### config.mk
export PLATFORM = sky130hd
export DESIGN_NAME = forward_scoreboard
export DESIGN_NICKNAME = d
export VERILOG_FILES = /design/src/rtl/rv32i_types.sv /design/src/rtl/fwd_match.sv /design/src/rtl/forward_scoreboard.sv
export SDC_FILE = /design/constraint.sdc
export NUM_CORES = 1
export LEC_CHECK = 0
export ABC_AREA = 1
export ABC_CLOCK_PERIOD_IN_PS = 3150
export CORE_MARGIN = 2
export CORE_UTILIZATION = 45
export CTS_CLUSTER_SIZE = 16
export DETAILED_ROUTE_END_ITERATION = 12
export HOLD_SLACK_MARGIN = 0.1
export PLACE_DENSITY = 0.7
export SLEW_MARGIN = 30
export SYNTH_ARGS = -nofsm -noshare
export SYNTH_HDL_FRONTEND = slang
export SYNTH_HIERARCHICAL = 1
export SYNTH_SLANG_ARGS = --single-unit
### constraint.sdc
create_clock -name clk -period 3.15 [get_ports clk]
set_input_delay 0.945 -clock clk [delete_from_list [all_inputs] [get_ports clk]]
set_output_delay 0.945 -clock clk [all_outputs]
set_load 0.02 [all_outputs]
### src/rtl/rv32i_types.sv
// Shared RV32I types for the pipelined core.
// Holds the opcode enum, the hazard scoreboard entry and the rd-write predicate.
package rv32i_types;

  typedef enum logic [6:0] {
    op_lui   = 7'b0110111,
    op_auipc = 7'b0010111,
    op_jal   = 7'b1101111,
    op_jalr  = 7'b1100111,
    op_br    = 7'b1100011,
    op_load  = 7'b0000011,
    op_store = 7'b0100011,
    op_imm   = 7'b0010011,
    op_reg   = 7'b0110011,
    op_csr   = 7'b1110011
  } rv32i_opcode;

  // One in-flight instruction as seen by the hazard unit.
  typedef struct packed {
    logic       valid;
    logic [4:0] rd;
    logic       is_load;
  } sb_entry_t;

  // Opcode 0 is a bubble; branches, stores and CSR ops never produce an rd value here.
  function automatic logic writes_rd(rv32i_opcode op);
    return (op != rv32i_opcode'(7'd0)) && (op != op_br) && (op != op_store) && (op != op_csr);
  endfunction

endpackage

### src/rtl/fwd_match.sv
// Per-operand priority match over the scoreboard slots.
// Ports:
//   rs_i        source register index
//   used_i      operand is actually read
//   slots_i     scoreboard, slot 1 (youngest) .. NUM_STAGES (oldest)
//   sel_o       forward source once the consumer is in EX (0 = register file)
//   not_ready_o youngest producer cannot be forwarded yet
module fwd_match
  import rv32i_types::*;
#(
  parameter int unsigned NUM_STAGES = 3,
  parameter int unsigned ALU_READY  = 2,
  parameter int unsigned LOAD_READY = 3,
  parameter int unsigned SEL_W      = 2
) (
  input  logic [4:0]                  rs_i,
  input  logic                        used_i,
  input  sb_entry_t [NUM_STAGES:1]    slots_i,
  output logic [SEL_W-1:0]            sel_o,
  output logic                        not_ready_o
);

  logic found;

  always_comb begin
    sel_o       = '0;
    not_ready_o = 1'b0;
    found       = 1'b0;
    for (int unsigned k = 1; k <= NUM_STAGES; k++) begin
      // valid already folds in writes_rd; rs != 0 excludes rd == x0.
      if (!found && used_i && (rs_i != 5'd0) && slots_i[k].valid && (slots_i[k].rd == rs_i)) begin
        found = 1'b1;
        // Producer will be one slot further on when the consumer reaches EX.
        if (k + 1 > NUM_STAGES) begin
          sel_o = '0;  // already written back, write-first register file
        end else if (k + 1 >= (slots_i[k].is_load ? LOAD_READY : ALU_READY)) begin
          sel_o = SEL_W'(k + 1);
        end else begin
          not_ready_o = 1'b1;
        end
      end
    end
  end

endmodule

### src/rtl/forward_scoreboard.sv
// Registered data-hazard scoreboard beside the ID/EX register.
// Tracks in-flight destinations, raises a load-use stall for the ID instruction and
// hands EX a registered per-operand forward select.
// Ports:
//   clk, rst_n     clock, asynchronous active-low reset
//   advance        pipeline registers load this cycle
//   flush          squash ID/EX slot and ID instruction
//   id_opcode/rd   ID instruction opcode (0 = bubble) and destination
//   id_rs/rs_used  packed source indices (operand 0 in LSBs) and read flags
//   stall          load-use stall (combinational)
//   ex_fwd_sel     per-operand forward source for the instruction in EX
//   stall_count    saturating count of inserted load-use bubbles
module forward_scoreboard
  import rv32i_types::*;
#(
  parameter  int unsigned NUM_STAGES = 3,
  parameter  int unsigned NUM_SRC    = 2,
  parameter  int unsigned ALU_READY  = 2,
  parameter  int unsigned LOAD_READY = 3,
  localparam int unsigned SEL_W      = $clog2(NUM_STAGES + 1)
) (
  input  logic                       clk,
  input  logic                       rst_n,
  input  logic                       advance,
  input  logic                       flush,
  input  logic [6:0]                 id_opcode,
  input  logic [4:0]                 id_rd,
  input  logic [NUM_SRC*5-1:0]       id_rs,
  input  logic [NUM_SRC-1:0]         id_rs_used,
  output logic                       stall,
  output logic [NUM_SRC*SEL_W-1:0]   ex_fwd_sel,
  output logic [15:0]                stall_count
);

  sb_entry_t [NUM_STAGES:1]   slots_q, slots_d;
  logic [NUM_SRC*SEL_W-1:0]   sel_q, sel_d, sel_c;
  logic [NUM_SRC-1:0]         not_ready;
  logic [15:0]                cnt_q, cnt_d;
  sb_entry_t                  id_entry;

  for (genvar i = 0; i < NUM_SRC; i++) begin : g_match
    fwd_match #(
      .NUM_STAGES (NUM_STAGES),
      .ALU_READY  (ALU_READY),
      .LOAD_READY (LOAD_READY),
      .SEL_W      (SEL_W)
    ) u_match (
      .rs_i        (id_rs[i*5 +: 5]),
      .used_i      (id_rs_used[i]),
      .slots_i     (slots_q),
      .sel_o       (sel_c[i*SEL_W +: SEL_W]),
      .not_ready_o (not_ready[i])
    );
  end

  always_comb begin
    id_entry.valid   = writes_rd(rv32i_opcode'(id_opcode));
    id_entry.rd      = id_rd;
    id_entry.is_load = (id_opcode == op_load);
  end

  assign stall = (|not_ready) & ~flush;

  always_comb begin
    slots_d = slots_q;
    sel_d   = sel_q;
    cnt_d   = cnt_q;
    if (advance) begin
      for (int k = NUM_STAGES; k >= 2; k--) begin
        slots_d[k] = slots_q[k-1];
      end
    end
    if (flush) begin
      slots_d[1] = '0;
      sel_d      = '0;
    end else if (advance) begin
      if (stall) begin
        slots_d[1] = '0;
        sel_d      = '0;
        if (cnt_q != 16'hFFFF) cnt_d = cnt_q + 16'd1;
      end else begin
        slots_d[1] = id_entry;
        sel_d      = sel_c;
      end
    end
  end

  always_ff @(posedge clk or negedge rst_n) begin
    if (!rst_n) begin
      slots_q <= '0;
      sel_q   <= '0;
      cnt_q   <= '0;
    end else begin
      slots_q <= slots_d;
      sel_q   <= sel_d;
      cnt_q   <= cnt_d;
    end
  end

  assign ex_fwd_sel  = sel_q;
  assign stall_count = cnt_q;

endmodule
### After elaboration in Yosys (flattened, before gate mapping)

Cells that the tools add are included.

* bits in registers: 40
* input port bits: 28
* output and inout bits: 21
* word-level logic and storage cells: 89

* add/subtract/negate cells: 1
* order comparisons: 2
* equality and inequality tests: 11
* multiplexer cells: 28
* bitwise logic cells: 2
* reductions and logical operators: 35

Operators by type and width (number)
* >= comparator 2 x 32 -> 1 bit (first input constant): 2
* equality test 5 bit: 6
* logical AND 1 bit: 25
* two-way mux 7 bit: 3
* two-way mux 2 bit: 9
* adder 16 x 1 -> 16 bit (second input constant): 1
* inequality test 16 bit (second input constant): 1
* inequality test 7 bit (second input constant): 2
* two-way mux 1 bit: 13
* two-way mux 4 bit: 3
* nonzero test 5 bit: 2
* equality test 7 x 2 -> 1 bit (second input constant): 1
* inequality test 7 x 6 -> 1 bit (second input constant): 1
* nonzero test 7 bit: 1
* zero test 1 bit: 4
* AND reduction 4 bit: 1
* nonzero test 2 bit: 1
* OR reduction 2 bit: 1
* bitwise AND 1 bit: 1
* inverter 1 bit: 1

### Logic depth before layout (Yosys ltp)

Gate-level depths: netlist of the first run.

* word-level depth: 20
* mapped depth: 13
* mapped depth without buffers: 12

### Cells and area by module

The synthesis of the first run kept the hierarchy.

Modules (own cells, without submodules)
* forward_scoreboard: instances 1, cells each 254, area each 2069.5 um^2, seq. area each 1026.0 um^2
* fwd_match: instances 2, cells each 71, area each 315.3 um^2, seq. area each 0.0 um^2

### Worst setup path after synthesis of the first run

OpenSTA, ideal clock, no wires.

* path kind: input -> output
* from: in id_rs[6]
* to: out stall
* data arrival time: 1.783 ns
* data required time: 2.205 ns
* path slack: 0.422 ns
* stages: 8
* buffers on the path: 0
* cell sequence: inv_1 nand2_1 nand2_1 nor2_1 nand3_2 nor3_2 nor2_1 nor2_1

* word-level cells in the longest chain between the ends: 13
* elaborated cells between the ends (all ways): 17
* classes of those cells: eq/ne (2); mux (4); bitwise (1); reduce/logical (10)

Ends and longest elaborated chain
* start, declared: RTL line forward_scoreboard.sv:28 `input logic [NUM_SRC*5-1:0] id_rs,`
* nonzero test 5 bit: RTL line fwd_match.sv:31 `if (!found && used_i && (rs_i != 5'd0) && slots_i[k].valid && (slots_i[k].rd == rs_i)) begin`
* logical AND 1 bit (3 in a row): RTL line fwd_match.sv:31
* two-way mux 1 bit: RTL line fwd_match.sv:31
* zero test 1 bit: RTL line fwd_match.sv:31
* logical AND 1 bit (4 in a row): RTL line fwd_match.sv:31
* two-way mux 1 bit (*): RTL line fwd_match.sv:31
* net not_ready[1]: RTL line forward_scoreboard.sv:37 `logic [NUM_SRC-1:0] not_ready;`
* OR reduction 2 bit (*): RTL line forward_scoreboard.sv:62 `assign stall = (|not_ready) & ~flush;`
* bitwise AND 1 bit (*): RTL line forward_scoreboard.sv:62
* end, declared: RTL line forward_scoreboard.sv:30 `output logic stall,`

Mark *: on every way through the listed nets, which the timed path passes. The rest lies on a longest branch.

### Worst setup path in the final report of the first run

* from: in id_rs[0]
* to: out stall

Same word-level chain as after synthesis.

==> flow_metrics.env, run 1 <==
export IMPL_hold_buffers=0
export IMPL_hp_class="reg2reg"
export IMPL_ir_drop_mv=0.238
export IMPL_path_cells="dlygate4sd2_1, inv_2, nand2_1, nand2_1, nor2_1, nand3_2, nor3_2, nor2_1, nor2_1, buf_4"
export IMPL_internal_power_w=0.000654
export IMPL_cp_end_kind="output pin"
export IMPL_synth_area_um2=2410
export IMPL_register_area_um2=826
export IMPL_gr_usage_all_layers_pct=20.8
export IMPL_relSlewSlack_pct=70.9
export IMPL_cp_num_buf_inv=3
export IMPL_drv_cap=0
export IMPL_hold_slack_ps=515
export IMPL_drt_initial_drc_count=203
export IMPL_worstHoldStart="ex_fwd_sel[3]$_DFFE_PN0P_"
export IMPL_required_ps=2200
export IMPL_grt_pass1_vias=2207
export IMPL_fmax_mhz=329
export IMPL_cp_startpoint="id_rs[0]"
export IMPL_p_sw_share_pct=27.8
export IMPL_ys_warn_count=6
export IMPL_arrival_ps=2090
export IMPL_cts_root_buf="clkbuf_8"
export IMPL_cts_tree="done"
export IMPL_startpoint_type="input port"
export IMPL_cpMaxStageDelayCell="dlygate4sd2_1"
export IMPL_fin_crit_sh_pct=96.4
export IMPL_grt_pass1_wl_um=10000
export IMPL_cts_setup_buffers=0
export IMPL_p_per_area_nw_per_um2=292
export IMPL_setup_viol=0
export IMPL_hpwl_um=4380
export IMPL_final_min_clock_period_ps=3040
export IMPL_skew_ps=3.80
export IMPL_rows=26
export IMPL_seq_power_share_pct=50.0
export IMPL_gp_congestion=0.883
export IMPL_ant_nets=0
export IMPL_p_sw_w=0.000251
export IMPL_syn_to_final_growth_pct=28.6
export IMPL_clock_sinks=33
export IMPL_r2r_start="slots_q[4]$_DFFE_PN0P_"
export IMPL_final_nets=455
export IMPL_routed_wl_um=5740
export IMPL_p_comb_share_pct=15.6
export IMPL_layout_common_cells="nand2_1 (151), nor2_1 (37), clkdlybuf4s50_1 (37), inv_1 (35), dfrtp_1 (33)"
export IMPL_leakagePower_nw=1.54
export IMPL_first_pass_iters=4
export IMPL_rsz0062_at_grt="no"
export IMPL_grt_max_degree=34
export IMPL_multi_input_area_um2=1370
export IMPL_core_um2=5140
export IMPL_crit_type="in2out"
export IMPL_wl_per_cell_um=11.5
export IMPL_crit_family="simple AND/OR/NAND/NOR gates"
export IMPL_clock_latency_ps=280
export IMPL_ctsLongestPathBuffers=2
export IMPL_worstPathMaxFanout=3
export IMPL_final_common_cell="nand2_1"
export IMPL_diodes=0
export IMPL_cts_buffers=5
export IMPL_worst_slew_pin_slew_ps=436
export IMPL_overflow=0
export IMPL_die_area_um2=5960
export IMPL_drc=0
export IMPL_io_buffers=48
export IMPL_cp_common_cell="nor2_1"
export IMPL_drv_slew=0
export IMPL_start_util_pct=46.9
export IMPL_finalHoldViolations=0
export IMPL_tns_ps=0
export IMPL_netlist_instances=364
export IMPL_syn_area_per_cell_um2=6.62
export IMPL_vias_per_cell=4.76
export IMPL_htreeDepth=2
export IMPL_num_fill_cells=540
export IMPL_clk_pin_slew_worst_paths_ps=70
export IMPL_status="finished, final reports clean"
export IMPL_slowest_delay_ps=270
export IMPL_syn_num_nets=393
export IMPL_chipWidth_um=77.2
export IMPL_fin_util_pct=60.3
export IMPL_floorplan_die_height_um=77.2
export IMPL_antenna_found_initial=0
export IMPL_drive_above_1_share_pct=17.3
export IMPL_io_pins=49
export IMPL_via_count=2367
export IMPL_power_frac_clock_pct=34.4
[metal layers]
layer | GRT usage [%] | wire length, um
met4 | 4.82 | 55
met1 | 30.0 | 2950
met3 | 3.53 | 219
met2 | 32.5 | 2520
met5 | 0 | 0
[final cells by class]
class                   instances  share of cell area (%)
clock inverters                 2                   0.323
repair buffers                 61                    18.2
inverters                      45                    5.53
well taps                      70                    2.83
clock buffers                   6                    2.34
multi-input cells             280                    44.1
flip-flops and latches         33                    26.7
[power groups by stage]
| stage | Combinational, W | Clock, W | Sequential (W) |
|---|---|---|---|
| after floorplan | 0.0000767 | 0 | 0.000454 |
| after global placement | 0.000145 | 0 | 0.000460 |
| after detailed placement | 0.000147 | 0 | 0.000460 |
| after CTS | 0.000143 | 0.000321 | 0.000452 |
| after global routing | 0.000161 | 0.000340 | 0.000454 |
| final | 0.000141 | 0.000311 | 0.000452 |
[state kept, by name, indices dropped and copies added (netlist names)]
register	cells
ex_fwd_sel	4
slots_q	13
stall_count	16
[worst paths after layout]
check / cells after the start / slack (ps) / to
min: 1 / 510 / ex_fwd_sel[3]$_DFFE_PN0P_
max in group asynchronous: 2 / 1770 / slots_q[13]$_DFFE_PN0P_
max reg2reg: 13 / 1100 / stall_count[6]$_DFFE_PN0P_
max: 10 / 110 / stall
min reg2reg: 1 / 510 / ex_fwd_sel[3]$_DFFE_PN0P_
min in group asynchronous: 2 / 1070 / ex_fwd_sel[1]$_DFFE_PN0P_
[worst reg2reg max path, stage by stage (launching register included)]
cell,delay (ps)
dfrtp_1,500
inv_1,70
nand2_1,90
nand2_1,70
nor2_2,90
nand3_2,90
nor3_2,150
nor2_1,80
buf_4,150
nor3_4,240
o21ai_2,120
nand2_4,210
nand2_1,80
nand2_1,60
[what timing repair did]
action	in CTS	in global routing
endpoints found under the setup margin	1	1
gates resized for setup	15	0
pin swaps	2	1
[through the flow]
step / power, W / cell area [um2] / std cells / worst slack [ps]
final: 0.000905 / 3100 / 497 / 114
after global routing: 0.000955 / 3100 / 497 / 41.2
after CTS: 0.000916 / 3100 / 497 / 43.8
after detailed placement: 0.000607 / 3030 / 489 / -619
after global placement: 0.000605 / 3030 / 489 / -612
after floorplan: 0.000531 / 2410 / 364 / 422
Note: power is estimated with default switching activity, not from simulation.
==> run 2: changes to the inputs <==
--- a/config.mk
+++ b/config.mk
@@ -12,9 +12,8 @@
 export CTS_CLUSTER_SIZE = 16
 export DETAILED_ROUTE_END_ITERATION = 12
 export HOLD_SLACK_MARGIN = 0.1
-export PLACE_DENSITY = 0.7
-export SLEW_MARGIN = 30
+export PLACE_DENSITY = 0.72
+export SLEW_MARGIN = 20
 export SYNTH_ARGS = -nofsm -noshare
 export SYNTH_HDL_FRONTEND = slang
-export SYNTH_HIERARCHICAL = 1
 export SYNTH_SLANG_ARGS = --single-unit
==> run 2 against run 1 <==
Against the previous run: clock skew is 5.8 ps higher; worst hold slack worse by 31 ps; first-iteration DRC count is 38% lower; final cell count is 1.4% lower; total power is 6.0% higher; area after synthesis is 6.3% lower; non-clock buffer count is 13 higher; critical path depth is 1 higher; via count is 2.0% higher; sequential cell count stayed put; combinational power is 8% higher; fmax hardly changed.
==> flow_metrics.env, run 2 <==
export IMPL_status="finished, final reports clean"
export IMPL_grt_busiest_layer="met2"
export IMPL_postPlaceCellArea_um2=2970
export IMPL_finalInstanceArea_um2=3070
export IMPL_r2r_start="slots_q[6]$_DFFE_PN0P_"
export IMPL_final_common_cell="nand2_1"
export IMPL_skew_ps=9.57
export IMPL_start_util_pct=47.2
export IMPL_ys_flop_type="dfrtp_1"
export IMPL_yosysMostFrequentCell="nand2_1"
export IMPL_wl_per_cell_um=12.6
export IMPL_drc=0
export IMPL_grt_max_degree=34
export IMPL_largest_register_ffs=16
export IMPL_yosysSeqAreaShare_pct=36.6
export IMPL_leakagePower_nw=1.56
export IMPL_internal_power_w=0.000701
export IMPL_synth_commonest_cells="nand2_1 (148), inv_1 (39), nor2_1 (34)"
export IMPL_synth_area_um2=2260
export IMPL_worstPathMaxFanout=3
export IMPL_fmax_mhz=330
export IMPL_gr_usage_all_layers_pct=24.5
export IMPL_floorplan_die_height_um=74.8
export IMPL_ir_drop_mv=0.352
export IMPL_synth_compound_gate_area_share_pct=4.27
export IMPL_antenna_found_initial=0
export IMPL_via_count=2414
export IMPL_syn_to_final_growth_pct=36.1
export IMPL_drive_above_1_share_pct=12.1
export IMPL_routed_wl_um=6190
export IMPL_clock_latency_ps=290
export IMPL_rsz0062_at_grt="no"
export IMPL_clock_sinks=33
export IMPL_clk_pin_slew_worst_paths_ps=70
export IMPL_io_buffers=48
export IMPL_p_sw_share_pct=26.9
export IMPL_path_cells="dlygate4sd2_1, inv_2, nor2_1, inv_1, nand2_1, nor2_1, nand3_2, nand2_4, nand2_2, inv_1, buf_4"
export IMPL_final_nets=451
export IMPL_hold_depth=2
export IMPL_grtUsageMet1_pct=34.1
export IMPL_die_area_um2=5600
export IMPL_layout_common_cells="nand2_1 (148), inv_1 (38), clkdlybuf4s50_1 (37), nor2_1 (34), dfrtp_1 (33)"
export IMPL_synth_edf_count=0
export IMPL_ys_warn_count=0
export IMPL_ys_async_sr_fraction_pct=100
export IMPL_synthAdderAreaFrac_pct=0.554
export IMPL_worst_slew_pin_slew_ps=436
export IMPL_io_pins=49
export IMPL_use_met3_pct=3.61
export IMPL_seq_power_share_pct=46.6
export IMPL_dp_cells=480
export IMPL_yosys_area_top_type="dfrtp_1"
export IMPL_synth_top_family_by_area="simple AND/OR/NAND/NOR gates"
export IMPL_fin_util_pct=64.2
export IMPL_hold_buffers=0
export IMPL_setup_viol=0
export IMPL_worstHoldStart="slots_q[0]$_DFFE_PN0P_"
export IMPL_diodes=0
export IMPL_final_min_clock_period_ps=3030
export IMPL_cp_end_kind="output pin"
export IMPL_p_per_area_nw_per_um2=312
export IMPL_core_um2=4790
export IMPL_relSlewSlack_pct=71.0
export IMPL_ctsLongestPathBuffers=2
export IMPL_grt_pass1_vias=2266
export IMPL_synth_distinct_cells=25
export IMPL_min_to="slots_q[0]$_DFFE_PN0P_"
export IMPL_synth_top_area_share_pct=36.6
export IMPL_cts_root_buf="clkbuf_8"
export IMPL_reg2reg_slack_ps=1310
export IMPL_synthMuxAreaShare_pct=0
export IMPL_finalNonFillerCells=490
export IMPL_p_comb_share_pct=15.8
export IMPL_reg2reg_depth=10
export IMPL_arrival_ps=2090
export IMPL_drv_cap=0
export IMPL_first_pass_iters=4
export IMPL_ant_nets=0
export IMPL_synth_xor_area_share_pct=4.65
export IMPL_drv_slew=0
export IMPL_rr_endpoint="stall_count[2]$_DFFE_PN0P_"
export IMPL_grt_util_met2_pct=39.2
export IMPL_fin_crit_sh_pct=96.3
export IMPL_chipWidth_um=74.8
export IMPL_gp_congestion=0.915
export IMPL_grt_pass1_wl_um=10500
export IMPL_crit_type="in2out"
export IMPL_p_sw_w=0.000258
export IMPL_overflow=0
export IMPL_cts_tree="done"
export IMPL_netlist_instances=348
export IMPL_drt_initial_drc_count=126
export IMPL_yosys_register_bits=33
export IMPL_synth_simple_area_share_pct=45.7
export IMPL_htreeDepth=2
export IMPL_synth_area_leaders="dfrtp_1 (37%), nand2_1 (25%), inv_1 (6.5%), nor2_1 (5.7%), nand4_1 (5.5%)"
export IMPL_startpoint_type="input port"
export IMPL_power_frac_clock_pct=37.6
export IMPL_syn_area_per_cell_um2=6.49
export IMPL_tns_ps=0
export IMPL_syn_num_nets=377
export IMPL_hpwl_um=4570
export IMPL_hp_class="reg2reg"
export IMPL_cpMaxStageDelayCell="dlygate4sd2_1"
export IMPL_finalHoldViolations=0
export IMPL_slowest_delay_ps=290
export IMPL_cts_buffers=5
export IMPL_vias_per_cell=4.93
export IMPL_required_ps=2200
export IMPL_rows=25
## run 2: per-layer routing
layer	wire length [um]	vias up
li1	-	1247
met1	2910	1101
met2	2920	57
met3	257	9
met4	98	0
met5	0	-
## run 2: per-stage QoR
step,hold slack (ps),setup WS (ps),total power [W]
2_1_floorplan,449,447,0.000520
3_3_place_gp,470,-542,0.000608
3_5_place_dp,469,-558,0.000609
4_1_cts,487,123,0.000967
5_1_grt,535,13.6,0.00101
6_report,484,115,0.000959
## run 2: what timing repair did
| action | 4_1_cts | 5_1_grt |
|---|---|---|
| resized for setup | 16 | 2 |
| setup endpoints to repair | 1 | 1 |
| buffers inserted | 2 | 0 |
| pin swaps | 2 | 0 |
## run 2: power by group through the flow
| stage | registers [W] | clock network (W) | logic (W) |
|---|---|---|---|
| after floorplan | 0.000451 | 0 | 0.0000694 |
| after CTS | 0.000447 | 0.000369 | 0.000152 |
| after detailed placement | 0.000455 | 0 | 0.000155 |
| after global routing | 0.000449 | 0.000388 | 0.000171 |
| final | 0.000447 | 0.000361 | 0.000152 |
| after global placement | 0.000455 | 0 | 0.000153 |
## run 2: cells by family after synthesis
family                   count (synthesis)
XOR/XNOR                                12
buffers and inverters                   47
flip-flops                              33
AND/OR/NAND/NOR                        237
adder cells (fa/ha/maj)                  1
AO/OA/AOI/OAI                           18
## run 2: final cells by class
type | count | area [um2]
clock buffers | 7 | 96.3
clock inverters | 1 | 5.00
fillers | 466 | 1710
inverters | 40 | 150
multi-input cells | 268 | 1250
flip-flops and latches | 33 | 826
well taps | 67 | 83.8
repair buffers | 74 | 662
## run 2: how the worst max path moves through the flow
stage | from | slack, ps | cells past startpoint | to
final | id_rs[2] | 120 | 11 | stall
after global routing | id_rs[2] | 10 | 11 | stall
after CTS | id_rs[2] | 120 | 11 | stall
after detailed placement | id_rs[3] | -560 | 10 | stall
after global placement | id_rs[3] | -540 | 10 | stall
after floorplan | id_rs[2] | 450 | 9 | stall
## run 2: critical path, delay by kind of cell
family	cells	cell delay, ps
and+or+nand+nor	6	520
buffers and inverters	5	630
==> run 3: changes to the inputs <==
--- a/config.mk
+++ b/config.mk
@@ -5,14 +5,14 @@
 export SDC_FILE = /design/constraint.sdc
 export NUM_CORES = 1
 export LEC_CHECK = 0
-export ABC_AREA = 1
-export ABC_CLOCK_PERIOD_IN_PS = 3150
+export ABC_CLOCK_PERIOD_IN_PS = 2600
 export CORE_MARGIN = 2
-export CORE_UTILIZATION = 45
+export CORE_UTILIZATION = 43
 export CTS_CLUSTER_SIZE = 16
 export DETAILED_ROUTE_END_ITERATION = 12
 export HOLD_SLACK_MARGIN = 0.1
-export PLACE_DENSITY = 0.72
+export MAX_ROUTING_LAYER = met4
+export PLACE_DENSITY = 0.75
 export SLEW_MARGIN = 20
 export SYNTH_ARGS = -nofsm -noshare
 export SYNTH_HDL_FRONTEND = slang
==> constraint.sdc (replaced) <==
create_clock -name clk -period 2.6 [get_ports clk]
set_input_delay 0.78 -clock clk [delete_from_list [all_inputs] [get_ports clk]]
set_output_delay 0.78 -clock clk [all_outputs]
set_load 0.02 [all_outputs]
==> run 3 against run 2 <==
Against the previous run: the run now ends with negative setup slack left; register-to-register slack lost 850 ps; count of clock-buffer cells in the layout grew 1; die area shrank 16%; clock skew shrank 5.1 ps; utilization grew 3.2 points; critical path type unchanged.
==> flow_metrics.env, run 3 <==
export IMPL_status="complete, but fails checks"
export IMPL_violations="negative setup slack"
export IMPL_required_ps=1820
export IMPL_synth_distinct_cells=32
export IMPL_ys_warn_count=0
export IMPL_final_min_clock_period_ps=2920
export IMPL_arrival_ps=2140
export IMPL_pre_cts_ws_ps=-1070
export IMPL_postPlaceCellArea_um2=2520
export IMPL_start_util_pct=44.9
export IMPL_largest_register_ffs=16
export IMPL_synth_top_area_share_pct=45.9
export IMPL_syn_to_final_growth_pct=50.1
export IMPL_io_pins=49
export IMPL_synth_area_um2=1800
export IMPL_worstPathMaxFanout=2
export IMPL_crit_type="in2out"
export IMPL_p_per_area_nw_per_um2=396
export IMPL_synth_edf_count=0
export IMPL_worst_slew_pin_slew_ps=408
export IMPL_r2r_start="stall_count[0]$_DFFE_PN0P_"
export IMPL_overflow=0
export IMPL_worstHoldStart="ex_fwd_sel[0]$_DFFE_PN0P_"
export IMPL_via_count=1554
export IMPL_hp_class="reg2reg"
export IMPL_relSlewSlack_pct=72.8
export IMPL_die_area_um2=4710
export IMPL_startpoint_type="input port"
export IMPL_fin_crit_sh_pct=112
export IMPL_gp_congestion=0.807
export IMPL_synth_area_leaders="dfrtp_1 (46%), xor2_1 (10%), xnor2_1 (6.3%), mux2_2 (5.0%), a22o_1 (3.4%)"
export IMPL_rows=23
export IMPL_diodes=0
export IMPL_io_buffers=48
export IMPL_syn_num_nets=193
export IMPL_cts_root_buf="clkbuf_8"
export IMPL_setup_viol=1
export IMPL_syn_area_per_cell_um2=11.0
export IMPL_netlist_instances=164
export IMPL_layout_common_cells="clkdlybuf4s50_1 (37), dfrtp_1 (33), buf_4 (31), xor2_1 (21), xnor2_1 (13)"
export IMPL_gr_usage_all_layers_pct=21.5
export IMPL_yosysMostFrequentCell="dfrtp_1"
export IMPL_fin_util_pct=67.5
export IMPL_first_pass_iters=4
export IMPL_skew_ps=4.44
export IMPL_chipWidth_um=68.7
export IMPL_clock_latency_ps=280
export IMPL_floorplan_die_height_um=68.7
export IMPL_final_common_cell="clkdlybuf4s50_1"
export IMPL_grt_pass1_vias=1510
export IMPL_finalHoldViolations=0
export IMPL_hpwl_um=3180
export IMPL_drive_above_1_share_pct=29.9
export IMPL_ant_nets=0
export IMPL_clock_sinks=33
export IMPL_drc=0
export IMPL_wl_per_cell_um=14.5
export IMPL_cts_buffers=5
export IMPL_drv_slew=0
export IMPL_ir_drop_mv=0.320
export IMPL_antenna_found_initial=0
export IMPL_ys_async_sr_fraction_pct=100
export IMPL_clk_pin_slew_worst_paths_ps=70
export IMPL_drv_cap=0
export IMPL_synth_commonest_cells="dfrtp_1 (33), xor2_1 (21), xnor2_1 (13)"
export IMPL_yosysSeqAreaShare_pct=45.9
export IMPL_grt_pass1_wl_um=7130
export IMPL_leakagePower_nw=1.23
export IMPL_cp_end_kind="output pin"
export IMPL_ctsLongestPathBuffers=2
export IMPL_routed_wl_um=4380
export IMPL_fmax_mhz=343
export IMPL_cp_startpoint="id_rs[1]"
export IMPL_finalInstanceArea_um2=2700
export IMPL_ys_flop_type="dfrtp_1"
export IMPL_grt_max_degree=34
export IMPL_final_nets=279
export IMPL_worst_slack_ps=-318
export IMPL_cts_tree="done"
export IMPL_tns_ps=-318
export IMPL_htreeDepth=2
export IMPL_drt_initial_drc_count=56
export IMPL_power_w=0.00107
export IMPL_core_um2=4000
export IMPL_rsz0062_at_grt="yes"
export IMPL_vias_per_cell=5.16
export IMPL_yosys_register_bits=33
export IMPL_yosys_area_top_type="dfrtp_1"
==> run 3: cell types whose count changed in the layout (fill, tap and decap cells not counted), moves of 7 or more <==
cell | before | now
nor2_1 | 34 | 4
mux2_2 | 0 | 7
nand3_1 | 20 | 7
inv_1 | 38 | 2
xor2_1 | 4 | 21
buf_6 | 0 | 7
o21ai_0 | 11 | 2
nand4_1 | 20 | 8
a22o_1 | 0 | 7
nand2_1 | 148 | 12
dlygate4sd2_1 | 9 | 2
==> run 3: layout make-up <==
cell class,count,area (um2)
Fill cell,298,1300
Clock buffer,8,80.1
Sequential cell,33,826
Tap cell,50,62.6
Inverter,2,7.51
Timing Repair Buffer,82,736
Multi-Input combinational cell,126,987
==> run 3: worst paths after layout <==
kind | to | slack [ps] | cells after the start
max | stall | -320 | 7
min | ex_fwd_sel[0]$_DFFE_PN0P_ | 490 | 2
max reg2reg | stall_count[9]$_DFFE_PN0P_ | 460 | 8
min reg2reg | ex_fwd_sel[0]$_DFFE_PN0P_ | 490 | 2
max in group asynchronous | slots_q[3]$_DFFE_PN0P_ | 1400 | 2
min in group asynchronous | ex_fwd_sel[0]$_DFFE_PN0P_ | 900 | 2
==> run 3: layer usage <==
layer	track usage, %	routed length [um]
met5	-	0
met4	6.75	29
met3	5.19	237
met2	33.5	2130
met1	27.6	1980
==> run 3: through the flow <==
stage,cells,hold slack [ps]
after floorplan,164,484
after global placement,285,460
after detailed placement,285,483
after CTS,300,497
after global routing,301,514
final,301,489
==> run 3: worst max-delay path: stages <==
cell	delay (ps)
buf_6	90
or4_4	540
o21ai_4	150
nor3_2	70
or2_4	250
and2_4	140
buf_6	120
==> run 3: kinds of logic after synthesis <==
group                    count (synthesis)  share of synthesized area, %
adder cells (fa/ha/maj)                  1                         0.696
AND/OR/NAND/NOR                         64                          20.5
XOR/XNOR                                34                          16.6
AO/OA/AOI/OAI                           19                          9.81
buffers and inverters                    5                          1.46
flip-flops                              33                          45.9
multiplexers                             8                          5.01
==> run 3: power by group <==
group | internal [W] | switching, W
Sequential | 0.000528 | 0.0000159
Clock | 0.000190 | 0.000176
Combinational | 0.0000964 | 0.0000637
==> run 3: timing repair <==
action / 4_1_cts / 5_1_grt
hold buffers: 0 / 0
buffers inserted: 9 / 3
gates resized for setup: 47 / 4
pin swaps: 11 / 6
endpoints found under the setup margin: 22 / 15
